**src/rtl/calc_add_arb_pkg.sv**
```systemverilog
// Shared constants for the calc adder arbiter: kernel data width and slot FSM encodings.
package calc_add_arb_pkg;

    localparam int CALC_DATA_WD = 16;

    localparam logic [1:0] SLOT_IDLE = 2'd0;
    localparam logic [1:0] SLOT_INFL = 2'd1;
    localparam logic [1:0] SLOT_DONE = 2'd2;

endpackage

```
**src/rtl/calc_add_arb_if.sv**
```systemverilog
// Requester-side bus of the calc adder arbiter: request handshake, operands and per-requester response slots.
interface calc_add_arb_if #(
    parameter int REQ_NUM = 4,
    parameter int DATA_WD = 16
);
    logic [REQ_NUM-1:0]         req_val_i;
    logic [REQ_NUM-1:0]         req_rdy_o;
    logic [REQ_NUM*DATA_WD-1:0] req_dat_a_i;
    logic [REQ_NUM*DATA_WD-1:0] req_dat_b_i;
    logic [REQ_NUM-1:0]         req_flg_sat_i;
    logic [REQ_NUM-1:0]         rsp_val_o;
    logic [REQ_NUM-1:0]         rsp_rdy_i;
    logic [REQ_NUM*DATA_WD-1:0] rsp_dat_o;

    modport slave (
        input  req_val_i, req_dat_a_i, req_dat_b_i, req_flg_sat_i, rsp_rdy_i,
        output req_rdy_o, rsp_val_o, rsp_dat_o
    );

    modport master (
        output req_val_i, req_dat_a_i, req_dat_b_i, req_flg_sat_i, rsp_rdy_i,
        input  req_rdy_o, rsp_val_o, rsp_dat_o
    );
endinterface

```
**src/rtl/calc_add_arb_rr.sv**
```systemverilog
// Generic round-robin arbiter: searches upward from the pointer with wrap; pointer moves past each winner.
module calc_arb_rr #(
    parameter int REQ_NUM = 4,
    localparam int IDX_WD = $clog2(REQ_NUM)
) (
    input  logic               clk,
    input  logic               rst,
    input  logic [REQ_NUM-1:0] i_req,
    output logic [REQ_NUM-1:0] o_gnt,
    output logic [IDX_WD-1:0]  o_gnt_idx,
    output logic               o_gnt_vld
);

    logic [IDX_WD-1:0] r_ptr;
    logic [IDX_WD-1:0] w_cand;
    logic [IDX_WD-1:0] w_ptr_nxt;

    always_comb begin
        o_gnt     = '0;
        o_gnt_idx = '0;
        o_gnt_vld = 1'b0;
        w_cand    = '0;
        for (int off = 0; off < REQ_NUM; off++) begin
            w_cand = IDX_WD'((int'(r_ptr) + off) % REQ_NUM);
            if (!o_gnt_vld && i_req[w_cand]) begin
                o_gnt_vld     = 1'b1;
                o_gnt_idx     = w_cand;
                o_gnt[w_cand] = 1'b1;
            end
        end
    end

    assign w_ptr_nxt = (o_gnt_idx == IDX_WD'(REQ_NUM - 1)) ? '0 : o_gnt_idx + 1'b1;

    always_ff @(posedge clk or posedge rst) begin
        if (rst)            r_ptr <= '0;
        else if (o_gnt_vld) r_ptr <= w_ptr_nxt;
    end

endmodule

```
**src/rtl/calc_add_knl.sv**
```systemverilog
// Single-cycle 16-bit signed adder kernel with optional saturation; result valid one cycle after val_i.
module calc_add_knl
    import calc_add_arb_pkg::*;
(
    input  logic                           clk,
    input  logic                           rstn,
    input  logic                           val_i,
    input  logic signed [CALC_DATA_WD-1:0] dat_a_i,
    input  logic signed [CALC_DATA_WD-1:0] dat_b_i,
    input  logic                           sat_i,
    output logic                           val_o,
    output logic signed [CALC_DATA_WD-1:0] dat_o
);

    function automatic logic signed [CALC_DATA_WD-1:0] sat_add(
        input logic signed [CALC_DATA_WD-1:0] a,
        input logic signed [CALC_DATA_WD-1:0] b,
        input logic                           sat
    );
        logic signed [CALC_DATA_WD:0] sum;
        sum = {a[CALC_DATA_WD-1], a} + {b[CALC_DATA_WD-1], b};
        // Overflow shows up as disagreement between the two top bits of the 17-bit sum.
        if (sat && (sum[CALC_DATA_WD] != sum[CALC_DATA_WD-1]))
            return sum[CALC_DATA_WD] ? {1'b1, {(CALC_DATA_WD-1){1'b0}}}
                                     : {1'b0, {(CALC_DATA_WD-1){1'b1}}};
        return sum[CALC_DATA_WD-1:0];
    endfunction

    logic                           r_vld_p1;
    logic signed [CALC_DATA_WD-1:0] r_dat_p1;

    // ---- stage p0 -> p1 ----
    always_ff @(posedge clk or negedge rstn) begin
        if (!rstn) r_vld_p1 <= 1'b0;
        else       r_vld_p1 <= val_i;
    end

    always_ff @(posedge clk) begin
        r_dat_p1 <= sat_add(dat_a_i, dat_b_i, sat_i);
    end

    assign val_o = r_vld_p1;
    assign dat_o = r_dat_p1;

endmodule

```
**src/rtl/calc_add_arb.sv**
```systemverilog
// Shares one calc_add_knl among REQ_NUM requesters: round-robin issue, tag tracking, registered response slots.
module calc_add_arb
    import calc_add_arb_pkg::*;
#(
    parameter int REQ_NUM = 4,
    parameter int DATA_WD = CALC_DATA_WD,
    localparam int IDX_WD = $clog2(REQ_NUM)
) (
    input  logic           clk,
    input  logic           rst,
    calc_add_arb_if.slave  bus
);

    logic [1:0]                 r_slot [REQ_NUM];
    logic [REQ_NUM*DATA_WD-1:0] r_rsp_dat;
    logic [REQ_NUM-1:0]         w_elig;
    logic [REQ_NUM-1:0]         w_gnt;
    logic [IDX_WD-1:0]          w_gnt_idx;
    logic                       w_gnt_vld;

    // A slot that just left DONE reads IDLE only from the next cycle, so there is no bypass.
    always_comb begin
        w_elig = '0;
        for (int i = 0; i < REQ_NUM; i++)
            w_elig[i] = bus.req_val_i[i] & (r_slot[i] == SLOT_IDLE) & ~rst;
    end

    calc_arb_rr #(.REQ_NUM(REQ_NUM)) u_arb (
        .clk       (clk),
        .rst       (rst),
        .i_req     (w_elig),
        .o_gnt     (w_gnt),
        .o_gnt_idx (w_gnt_idx),
        .o_gnt_vld (w_gnt_vld)
    );

    assign bus.req_rdy_o = w_gnt;

    // ---- stage p0: operand mux from the granted requester ----
    logic signed [DATA_WD-1:0] w_a_p0;
    logic signed [DATA_WD-1:0] w_b_p0;
    logic                      w_sat_p0;

    assign w_a_p0   = $signed(bus.req_dat_a_i[w_gnt_idx*DATA_WD +: DATA_WD]);
    assign w_b_p0   = $signed(bus.req_dat_b_i[w_gnt_idx*DATA_WD +: DATA_WD]);
    assign w_sat_p0 = bus.req_flg_sat_i[w_gnt_idx];

    logic                      w_knl_vld_p1;
    logic signed [DATA_WD-1:0] w_knl_dat_p1;

    calc_add_knl u_knl (
        .clk     (clk),
        .rstn    (~rst),
        .val_i   (w_gnt_vld),
        .dat_a_i (w_a_p0),
        .dat_b_i (w_b_p0),
        .sat_i   (w_sat_p0),
        .val_o   (w_knl_vld_p1),
        .dat_o   (w_knl_dat_p1)
    );

    // ---- stage p1: owner tag travels alongside the kernel result ----
    logic              r_tag_vld_p1;
    logic [IDX_WD-1:0] r_tag_idx_p1;

    always_ff @(posedge clk or posedge rst) begin
        if (rst) begin
            r_tag_vld_p1 <= 1'b0;
            r_tag_idx_p1 <= '0;
        end else begin
            r_tag_vld_p1 <= w_gnt_vld;
            r_tag_idx_p1 <= w_gnt_idx;
        end
    end

    logic [REQ_NUM-1:0] w_land_p1;

    always_comb begin
        w_land_p1 = '0;
        for (int i = 0; i < REQ_NUM; i++)
            w_land_p1[i] = w_knl_vld_p1 & r_tag_vld_p1 & (r_tag_idx_p1 == IDX_WD'(i));
    end

    // ---- stage p2: per-requester response slots ----
    always_ff @(posedge clk or posedge rst) begin
        if (rst) begin
            r_rsp_dat <= '0;
            for (int i = 0; i < REQ_NUM; i++) r_slot[i] <= SLOT_IDLE;
        end else begin
            for (int i = 0; i < REQ_NUM; i++) begin
                case (r_slot[i])
                    SLOT_IDLE: if (w_gnt[i]) r_slot[i] <= SLOT_INFL;
                    SLOT_INFL: if (w_land_p1[i]) begin
                        r_slot[i]                          <= SLOT_DONE;
                        r_rsp_dat[i*DATA_WD +: DATA_WD] <= w_knl_dat_p1;
                    end
                    SLOT_DONE: if (bus.rsp_rdy_i[i]) r_slot[i] <= SLOT_IDLE;
                    default:   r_slot[i] <= SLOT_IDLE;
                endcase
            end
        end
    end

    always_comb begin
        bus.rsp_val_o = '0;
        for (int i = 0; i < REQ_NUM; i++)
            bus.rsp_val_o[i] = (r_slot[i] == SLOT_DONE);
    end

    assign bus.rsp_dat_o = r_rsp_dat;

endmodule

```
**src/flat_wrapper.sv**
```systemverilog
// flat-port wrapper written by rule: the top's interface ports become plain ports
module calc_add_arb_flat import calc_add_arb_pkg::*;
#(
    parameter int REQ_NUM = 4,
    parameter int DATA_WD = CALC_DATA_WD,
    localparam int IDX_WD = $clog2(REQ_NUM)
)
  (clk, rst, bus_req_val_i, bus_req_dat_a_i, bus_req_dat_b_i, bus_req_flg_sat_i, bus_rsp_rdy_i, bus_req_rdy_o, bus_rsp_val_o, bus_rsp_dat_o);
  calc_add_arb_if #(.REQ_NUM(REQ_NUM), .DATA_WD(DATA_WD)) bus_i ();
  input  logic clk;
  input  logic rst;
  input wire logic [$bits(bus_i.req_val_i)-1:0] bus_req_val_i;
  input wire logic [$bits(bus_i.req_dat_a_i)-1:0] bus_req_dat_a_i;
  input wire logic [$bits(bus_i.req_dat_b_i)-1:0] bus_req_dat_b_i;
  input wire logic [$bits(bus_i.req_flg_sat_i)-1:0] bus_req_flg_sat_i;
  input wire logic [$bits(bus_i.rsp_rdy_i)-1:0] bus_rsp_rdy_i;
  output wire logic [$bits(bus_i.req_rdy_o)-1:0] bus_req_rdy_o;
  output wire logic [$bits(bus_i.rsp_val_o)-1:0] bus_rsp_val_o;
  output wire logic [$bits(bus_i.rsp_dat_o)-1:0] bus_rsp_dat_o;
  assign bus_i.req_val_i = bus_req_val_i;
  assign bus_i.req_dat_a_i = bus_req_dat_a_i;
  assign bus_i.req_dat_b_i = bus_req_dat_b_i;
  assign bus_i.req_flg_sat_i = bus_req_flg_sat_i;
  assign bus_i.rsp_rdy_i = bus_rsp_rdy_i;
  assign bus_req_rdy_o = bus_i.req_rdy_o;
  assign bus_rsp_val_o = bus_i.rsp_val_o;
  assign bus_rsp_dat_o = bus_i.rsp_dat_o;
  calc_add_arb #(.REQ_NUM(REQ_NUM), .DATA_WD(DATA_WD)) u_core (.clk(clk), .rst(rst), .bus(bus_i));
endmodule
```
**config.mk**
```make
export PLATFORM = sky130hd
export DESIGN_NAME = calc_add_arb_flat
export DESIGN_NICKNAME = d
export VERILOG_FILES = /design/src/rtl/calc_add_arb_pkg.sv /design/src/rtl/calc_add_arb_if.sv /design/src/rtl/calc_add_arb_rr.sv /design/src/rtl/calc_add_knl.sv /design/src/rtl/calc_add_arb.sv /design/src/flat_wrapper.sv
export SDC_FILE = /design/constraint.sdc
export NUM_CORES = 1
export LEC_CHECK = 0
export CAP_MARGIN = 20
export CORE_UTILIZATION = 25
export DETAILED_ROUTE_END_ITERATION = 10
export HOLD_SLACK_MARGIN = 0.06
export PLACE_DENSITY = 0.55
export SYNTH_ARGS = -nofsm -noshare
export SYNTH_HDL_FRONTEND = slang
export SYNTH_HIERARCHICAL = 1
export SYNTH_SLANG_ARGS = --single-unit
```
**constraint.sdc**
```tcl
create_clock -name clk -period 6.7 [get_ports clk]
set_clock_uncertainty 0.1 [all_clocks]
set_input_delay 1.34 -clock clk [delete_from_list [all_inputs] [get_ports clk]]
set_output_delay 1.34 -clock clk [all_outputs]
set_load 0.01 [all_outputs]
```
After elaboration in Yosys (flattened, before gate mapping)

Cells that the tools add are included.
Widths: inputs -> output; s select.

Flip-flop bits (word level): 93
Logic and storage cells: 144
Output and inout port bits: 72

Equality and inequality tests: 25
Add/sub/neg operators: 5
Reductions and logical operators: 24
Bitwise operators: 16
Order comparisons: 9
Shifts and indexed selects: 2
Multiplexer cells: 51

Operators by type and width:

| cell                | number |
|---|---|
| $shiftx 64x7->16    | 2 |
| $mux 16             | 3 |
| $mux 2              | 17 |
| $pmux 2 s3          | 4 |
| $add 16x16->17      | 1 |
| $mux 4              | 4 |
| $ne 2x2->1 const B  | 8 |
| $lt 2x3->1 const B  | 5 |
| $eq 2x2->1 const B  | 7 |
| $mux 1              | 14 |
| $and 1x1->1         | 12 |
| $or 4x4->4          | 3 |
| $reduce_and 3->1    | 4 |
| $bmux 1 s2          | 5 |
| $eq 2x1->1 const B  | 5 |
| $logic_not 2->1     | 5 |
| $demux 1 s2         | 4 |
| $ge 2x1->1 const B  | 4 |
| $logic_and 1x1->1   | 8 |
| $ne 2x1->1 const B  | 4 |
| $reduce_and 2->1    | 4 |
| $add 2x1->2 const B | 2 |
| $add 2x2->2 const B | 2 |
| $logic_not 1->1     | 3 |
| 2 further kinds     | 2 |

Logic depth before layout (Yosys ltp)

Gate-level depths: netlist of the first run.

Depth after elaboration: 21
Gate-level depth with buffers: 22

By module

Netlist of the first run, hierarchy kept.

By module, submodules not included:

| module       | cells an instance | seq. area each (µm²) | times used | area each (µm²) |
|---|---|---|---|---|
| calc_add_arb | 219               | 1876.8               | 1          | 3769.9 |
| calc_add_knl | 170               | 345.3                | 1          | 1476.4 |
| calc_arb_rr  | 58                | 50.0                 | 1          | 565.5 |

Worst setup path after synthesis of the first run

Ideal clock, no wire load.

Path type: in2reg
From: input rst
To: register u_core.u_knl.r_dat_p1[10] (netlist: u_core/u_knl/dat_o[10])
Required time: 6.481 ns
Path buffers: 4
Stages on the path: 18
Data arrival time: 5.831 ns
Setup slack: 0.650 ns
Path through: nor4b_1 mux4_2 nor2b_4 nor2_4 o21ai_1 buf_2 buf_2 mux4_2 ha_1 buf_2 a21oi_1 o22ai_1 o221ai_1 o311a_4 mux2_4 nand2_4 buf_8 o21ai_2

Longest elaborated chain between the ends: 20
Elaborated cells between the ends (all ways): 37
Classes of those cells: 1 x add/sub; 1 x eq/ne; 2 x shift; 21 x mux; 5 x bitwise; 7 x reduce/logical

RTL lines:

| item                         | RTL line              | text |
|---|---|---|
| from (decl)                  | flat_wrapper.sv:11    | `input logic rst;` |
| $not 1->1 *                  | calc_add_arb.sv:25    | `w_elig[i] = bus.req_val_i[i] & (r_slot[i] == SLOT_IDLE) & ~rst;` |
| $and 1x1->1                  | calc_add_arb.sv:25    |  |
| $bmux 1 s2                   | calc_add_arb_rr.sv:25 | `if (!o_gnt_vld && i_req[w_cand]) begin` |
| $mux 1 (implied by the code) | calc_add_arb_rr.sv:25 |  |
| $mux 1                       | calc_add_arb_rr.sv:25 |  |
| $logic_not 1->1              | calc_add_arb_rr.sv:25 |  |
| $logic_and 1x1->1            | calc_add_arb_rr.sv:25 |  |
| $mux 1                       | calc_add_arb_rr.sv:25 |  |
| [6 not listed]               | -                     |  |
| via u_core.w_gnt_idx[0]      | calc_add_arb.sv:18    | `logic [IDX_WD-1:0] w_gnt_idx;` |
| $shiftx 64x7->16 *           | calc_add_arb.sv:44    | `assign w_a_p0 = $signed(bus.req_dat_a_i[w_gnt_idx*DATA_WD +: DATA_WD]);` |
| via u_core.w_a_p0[10]        | calc_add_arb.sv:40    | `logic signed [DATA_WD-1:0] w_a_p0;` |
| $add 16x16->17 *             | calc_add_knl.sv:21    | `sum = {a[CALC_DATA_WD-1], a} + {b[CALC_DATA_WD-1], b};` |
| $ne 1x1->1                   | calc_add_knl.sv:23    | `if (sat && (sum[CALC_DATA_WD] != sum[CALC_DATA_WD-1]))` |
| $logic_and 1x1->1            | calc_add_knl.sv:23    |  |
| $mux 1                       | calc_add_knl.sv:23    |  |
| $mux 16 *                    | calc_add_knl.sv:26    | `return sum[CALC_DATA_WD-1:0];` |
| to (signal assigned)         | calc_add_knl.sv:39    | `r_dat_p1 <= sat_add(dat_a_i, dat_b_i, sat_i);` |
| to (decl)                    | calc_add_knl.sv:30    | `logic signed [CALC_DATA_WD-1:0] r_dat_p1;` |

Mark *: on every way through the listed nets, which the timed path passes. The rest lies on a longest branch. The select of a mux whose other input is x is not followed.
A chain may end at the register's enable or synchronous reset.

Worst setup path after layout of the first run

From: input rst
To: register u_core.u_knl.r_dat_p1[0] (netlist: u_core/u_knl/dat_o[0])

Longest elaborated chain between the ends: 20
Elaborated cells between the ends (all ways): 37
Classes of those cells: 1 x add/sub; 1 x eq/ne; 2 x shift; 21 x mux; 5 x bitwise; 7 x reduce/logical

RTL lines:

| item                         | RTL line              | text |
|---|---|---|
| $not 1->1 *                  | calc_add_arb.sv:25    |  |
| $and 1x1->1 *                | calc_add_arb.sv:25    |  |
| via u_core.w_elig[2]         | calc_add_arb.sv:16    | `logic [REQ_NUM-1:0] w_elig;` |
| $bmux 1 s2                   | calc_add_arb_rr.sv:25 |  |
| $mux 1 (implied by the code) | calc_add_arb_rr.sv:25 |  |
| $mux 1                       | calc_add_arb_rr.sv:25 |  |
| $logic_not 1->1              | calc_add_arb_rr.sv:25 |  |
| $logic_and 1x1->1            | calc_add_arb_rr.sv:25 |  |
| [7 not listed]               | -                     |  |
| via u_core.w_gnt_idx[0]      | calc_add_arb.sv:18    |  |
| $shiftx 64x7->16 *           | calc_add_arb.sv:44    |  |
| via u_core.w_a_p0[0]         | calc_add_arb.sv:40    |  |
| $add 16x16->17 *             | calc_add_knl.sv:21    |  |
| $ne 1x1->1                   | calc_add_knl.sv:23    |  |
| $logic_and 1x1->1            | calc_add_knl.sv:23    |  |
| $mux 1                       | calc_add_knl.sv:23    |  |
| $mux 16 *                    | calc_add_knl.sv:26    |  |

Marked as above.

==> impl_metrics.yaml, run 1 <==
power:
  p_per_area_nw_per_um2: 564
  vdd_drop_max_mv: 0.202
  power.leakage_nw: 3.48
worst_setup_path:
  crit_chain: "clkdlybuf4s50_1, nor4b_1, buf_4, mux4_2, nor2b_4, nor2_4, o21ai_4, buf_12, mux4_2, ha_1, inv_1, fa_1, nor2b_1, o31ai_2, a211oi_1, o311a_1, mux2_4, nand2_4, a21oi_1"
  crit_start: "rst"
  cpMaxStageDelayCell: "mux4_2"
  rr_worst_depth: 18
  slowest_delay_ns: 0.63
  arrival_ns: 6.20
  worstSetupStartpointType: "input port"
  critPathBufInv: 4
  cp_top_family: "multiplexers"
  path_common_cell: "mux4_2"
  cp.required_ns: 6.81
  worstReg2RegEnd: "u_core/u_knl/dat_o[0]"
  critPathMaxFanout: 29
  critPathKind: "in2reg"
  r2r_slack_ns: 1.12
  endpoint_kind: "flop"
synth:
  synth_cells: 447
  synthAdderAreaFrac: 0.0487
  synth_edf_count: 0
  ys_seq_area_frac: 0.391
  synth-compound-area-share: 0.115
  synth-async-reset-ratio: 0.830
  synthesis.area_um2: 5810
  synth.area.mux_share: 0.292
  synth-xor-area-share: 0.0196
  synth_top_family_by_area: "multiplexers"
  synth-seq-cells: 94
  synth_common_cells: "dfrtp_1, mux2_2, mux4_2, inv_1, ha_1"
  synth_most_common_cell: "dfrtp_1"
  yosysWarnings: 6
  yosys.area_share.simple: 0.0861
  postSynthAreaPerCell_um2: 13.0
  ys_types: 74
  synth.largest_area_cell: "dfrtp_1"
  synth-main-ff-cell: "dfrtp_1"
  synth_top_area_frac: 0.336
  ys_top_cells_by_area: "dfrtp_1, mux4_2, mux2_2"
  syn_nets: 611
run:
  max_cap_violations: 0
grt:
  grt_antenna_before_repair: 0
  grt_usage: 0.145
  grt_max_degree: 77
  grt_pass1_wl_um: 26700
  grt-ovfl-total: 0
  grt_pass1_vias: 4793
cts:
  clkTransAtPathRegs_ns: 0.07
  cts_buffer_depth: 2
  cts_buffers: 9
  ctsHoldBuffers: 0
  ctsResizeCount: 0
  post_cts_buffers: 0
  tritoncts: "built"
  clkSinkCount: 94
  clockRootBuffer: "clkbuf_16"
  ctsHtreeMaxLevel: 3
  clk_latency_ns: 0.34
min_path:
  hold_path.startpoint: "u_core/bus.rsp_dat_o[8]"
  hold_depth: 1
  hold_end: "u_core/bus.rsp_dat_o[8]"
  hp-class: "reg2reg"
drt:
  wirelength_um: 17000
  vias_per_cell: 4.79
  drt_iter0_drc: 163
  drcViolationCount: 0
  ant_nets: 0
  drt_pass1_iterations: 4
  routedWlPerCell_um: 17.9
  num_vias: 4554
timing:
  fin_crit_ns: 6.09
  setup_viol: 0
  fin_ws_ns: 0.612
  hold_violations: 0
  finalCritPeriodShare: 0.909
  tightest_slew_ns: 0.979
  fmax_mhz: 164
  tns_ns: 0
  rsz0062_at_grt: "no"
  slew_violations: 0
  slew_headroom: 0.348
status:
  outcome: "finished clean"
floorplan:
  core-area_um2: 22700
  std_cell_rows: 55
  io_pins: 214
  die_area_um2: 23900
  die_y_um: 154
  fp.dieW_um: 154
  start_util: 0.256
finish:
  fillers: 2167
  drive_gt1_frac: 0.247
  fin_nets: 823
  syn2layout_area_growth_pct: 47.1
place:
  dpl.hpwl_um: 13700
  dpl_worst_slack_ns: 0.221
  io_buffers: 213
  gp_congestion: 0.826
-- routing by layer --
metal / global-route usage / wire length (um)
met1: 0.171 / 6940
met2: 0.266 / 8940
met3: 0.0258 / 877
met4: 0.0453 / 254
met5: 0 / 0
-- layout make-up --
class | instances | area [um2] | share of cell area
diodes | 1 | 2.50 | 0.000293
well taps | 285 | 357 | 0.0417
clock buffers | 10 | 229 | 0.0268
inverters | 24 | 91.3 | 0.0107
clock inverters | 6 | 57.6 | 0.00673
repair buffers | 226 | 2260 | 0.265
multi-input cells | 304 | 3280 | 0.383
flip-flops and latches | 94 | 2270 | 0.266
-- where the power goes --
part	switching, mW	internal (mW)	leakage, nW
clock network	0.237	0.262	0.142
logic	1.60	1.67	2.20
registers	0.217	0.839	1.14
-- registers in the layout, indices dropped and copies added, names as in the netlist, named ones only --
name	cells
u_core/u_knl/dat_o	16
u_core/u_knl/val_o	1
u_core/bus.rsp_dat_o	64
u_core/r_tag_vld_p1	1
u_core/r_tag_idx_p1	2
u_core/r_slot	8
u_core/u_arb/r_ptr	1
-- layout by cell type (no fill, tap or decap), drive strengths merged, types with 3 or more instances in the layout --
cell type	n
a21oi	18
nor4b	5
mux2i	5
clkdlybuf4s50	213
nor4	3
nand3	7
ha	21
a211oi	9
a21boi	3
o21a	3
dfrtp	78
inv	28
o211ai	7
xnor2	7
nor2	20
mux2	66
mux4	37
buf	13
clkbuf	10
a22oi	6
nor2b	7
a221o	5
nand4	4
o21ai	20
nand2	11
dfxtp	16
xor2	6
a21o	4
-- worst reg2reg max path, cell delays in order, from the launching register on --
cell and delay [ns]:
dfrtp_1 0.77, inv_1 0.26, ha_1 0.46, mux4_2 0.48, nor2b_4 0.25, nor2_4 0.06, o21ai_4 0.19, buf_12 0.26
mux4_2 0.56, ha_1 0.23, inv_1 0.07, fa_1 0.20, nor2b_1 0.07, o31ai_2 0.33, a211oi_1 0.20, o311a_1 0.38
mux2_4 0.27, nand2_4 0.19, a21oi_1 0.12
-- cell families (layout without fill, tap and decap cells) --
logic type	after synthesis	in the layout
multiplexers	108	108
flip-flops	94	94
AO/OA/AOI/OAI	88	88
AND/OR/NAND/NOR	73	73
buffers and inverters	49	266
adder cells (fa/ha/maj)	22	22
XOR/XNOR	13	13
other	0	1
-- worst max path at each step --
stage	to	slack, ns	cells after the start
final	u_core/u_knl/dat_o[0]	0.61	19
after global routing	u_core/u_knl/dat_o[2]	0.29	19
after CTS	u_core/u_knl/dat_o[0]	0.57	19
after detailed placement	u_core/u_knl/dat_o[2]	0.22	19
after global placement	u_core/u_knl/dat_o[0]	0.39	19
after floorplan	u_core/u_knl/dat_o[10]	0.65	18
-- through the flow --
| step | total power [mW] | instance area, um2 | std cells | hold WS (ns) | utilization |
|---|---|---|---|---|---|
| floorplan | 3.39 | 5810 | 447 | 0.334 | - |
| global placement | 4.30 | 8240 | 932 | 0.385 | 0.363 |
| detailed placement | 4.38 | 8260 | 933 | 0.381 | 0.364 |
| CTS | 4.90 | 8540 | 949 | 0.398 | 0.376 |
| global route | 5.24 | 8540 | 949 | 0.416 | 0.376 |
| finish | 4.82 | 8550 | 950 | 0.391 | 0.376 |
Note: power is estimated with default switching activity, not from simulation.
==> run 2, diff against run 1 <==
- HOLD_SLACK_MARGIN: 0.06 -> 0.02
==> results of run 2 <==
Same layout as run 1: the final DEF is identical, and so are final timing and power.
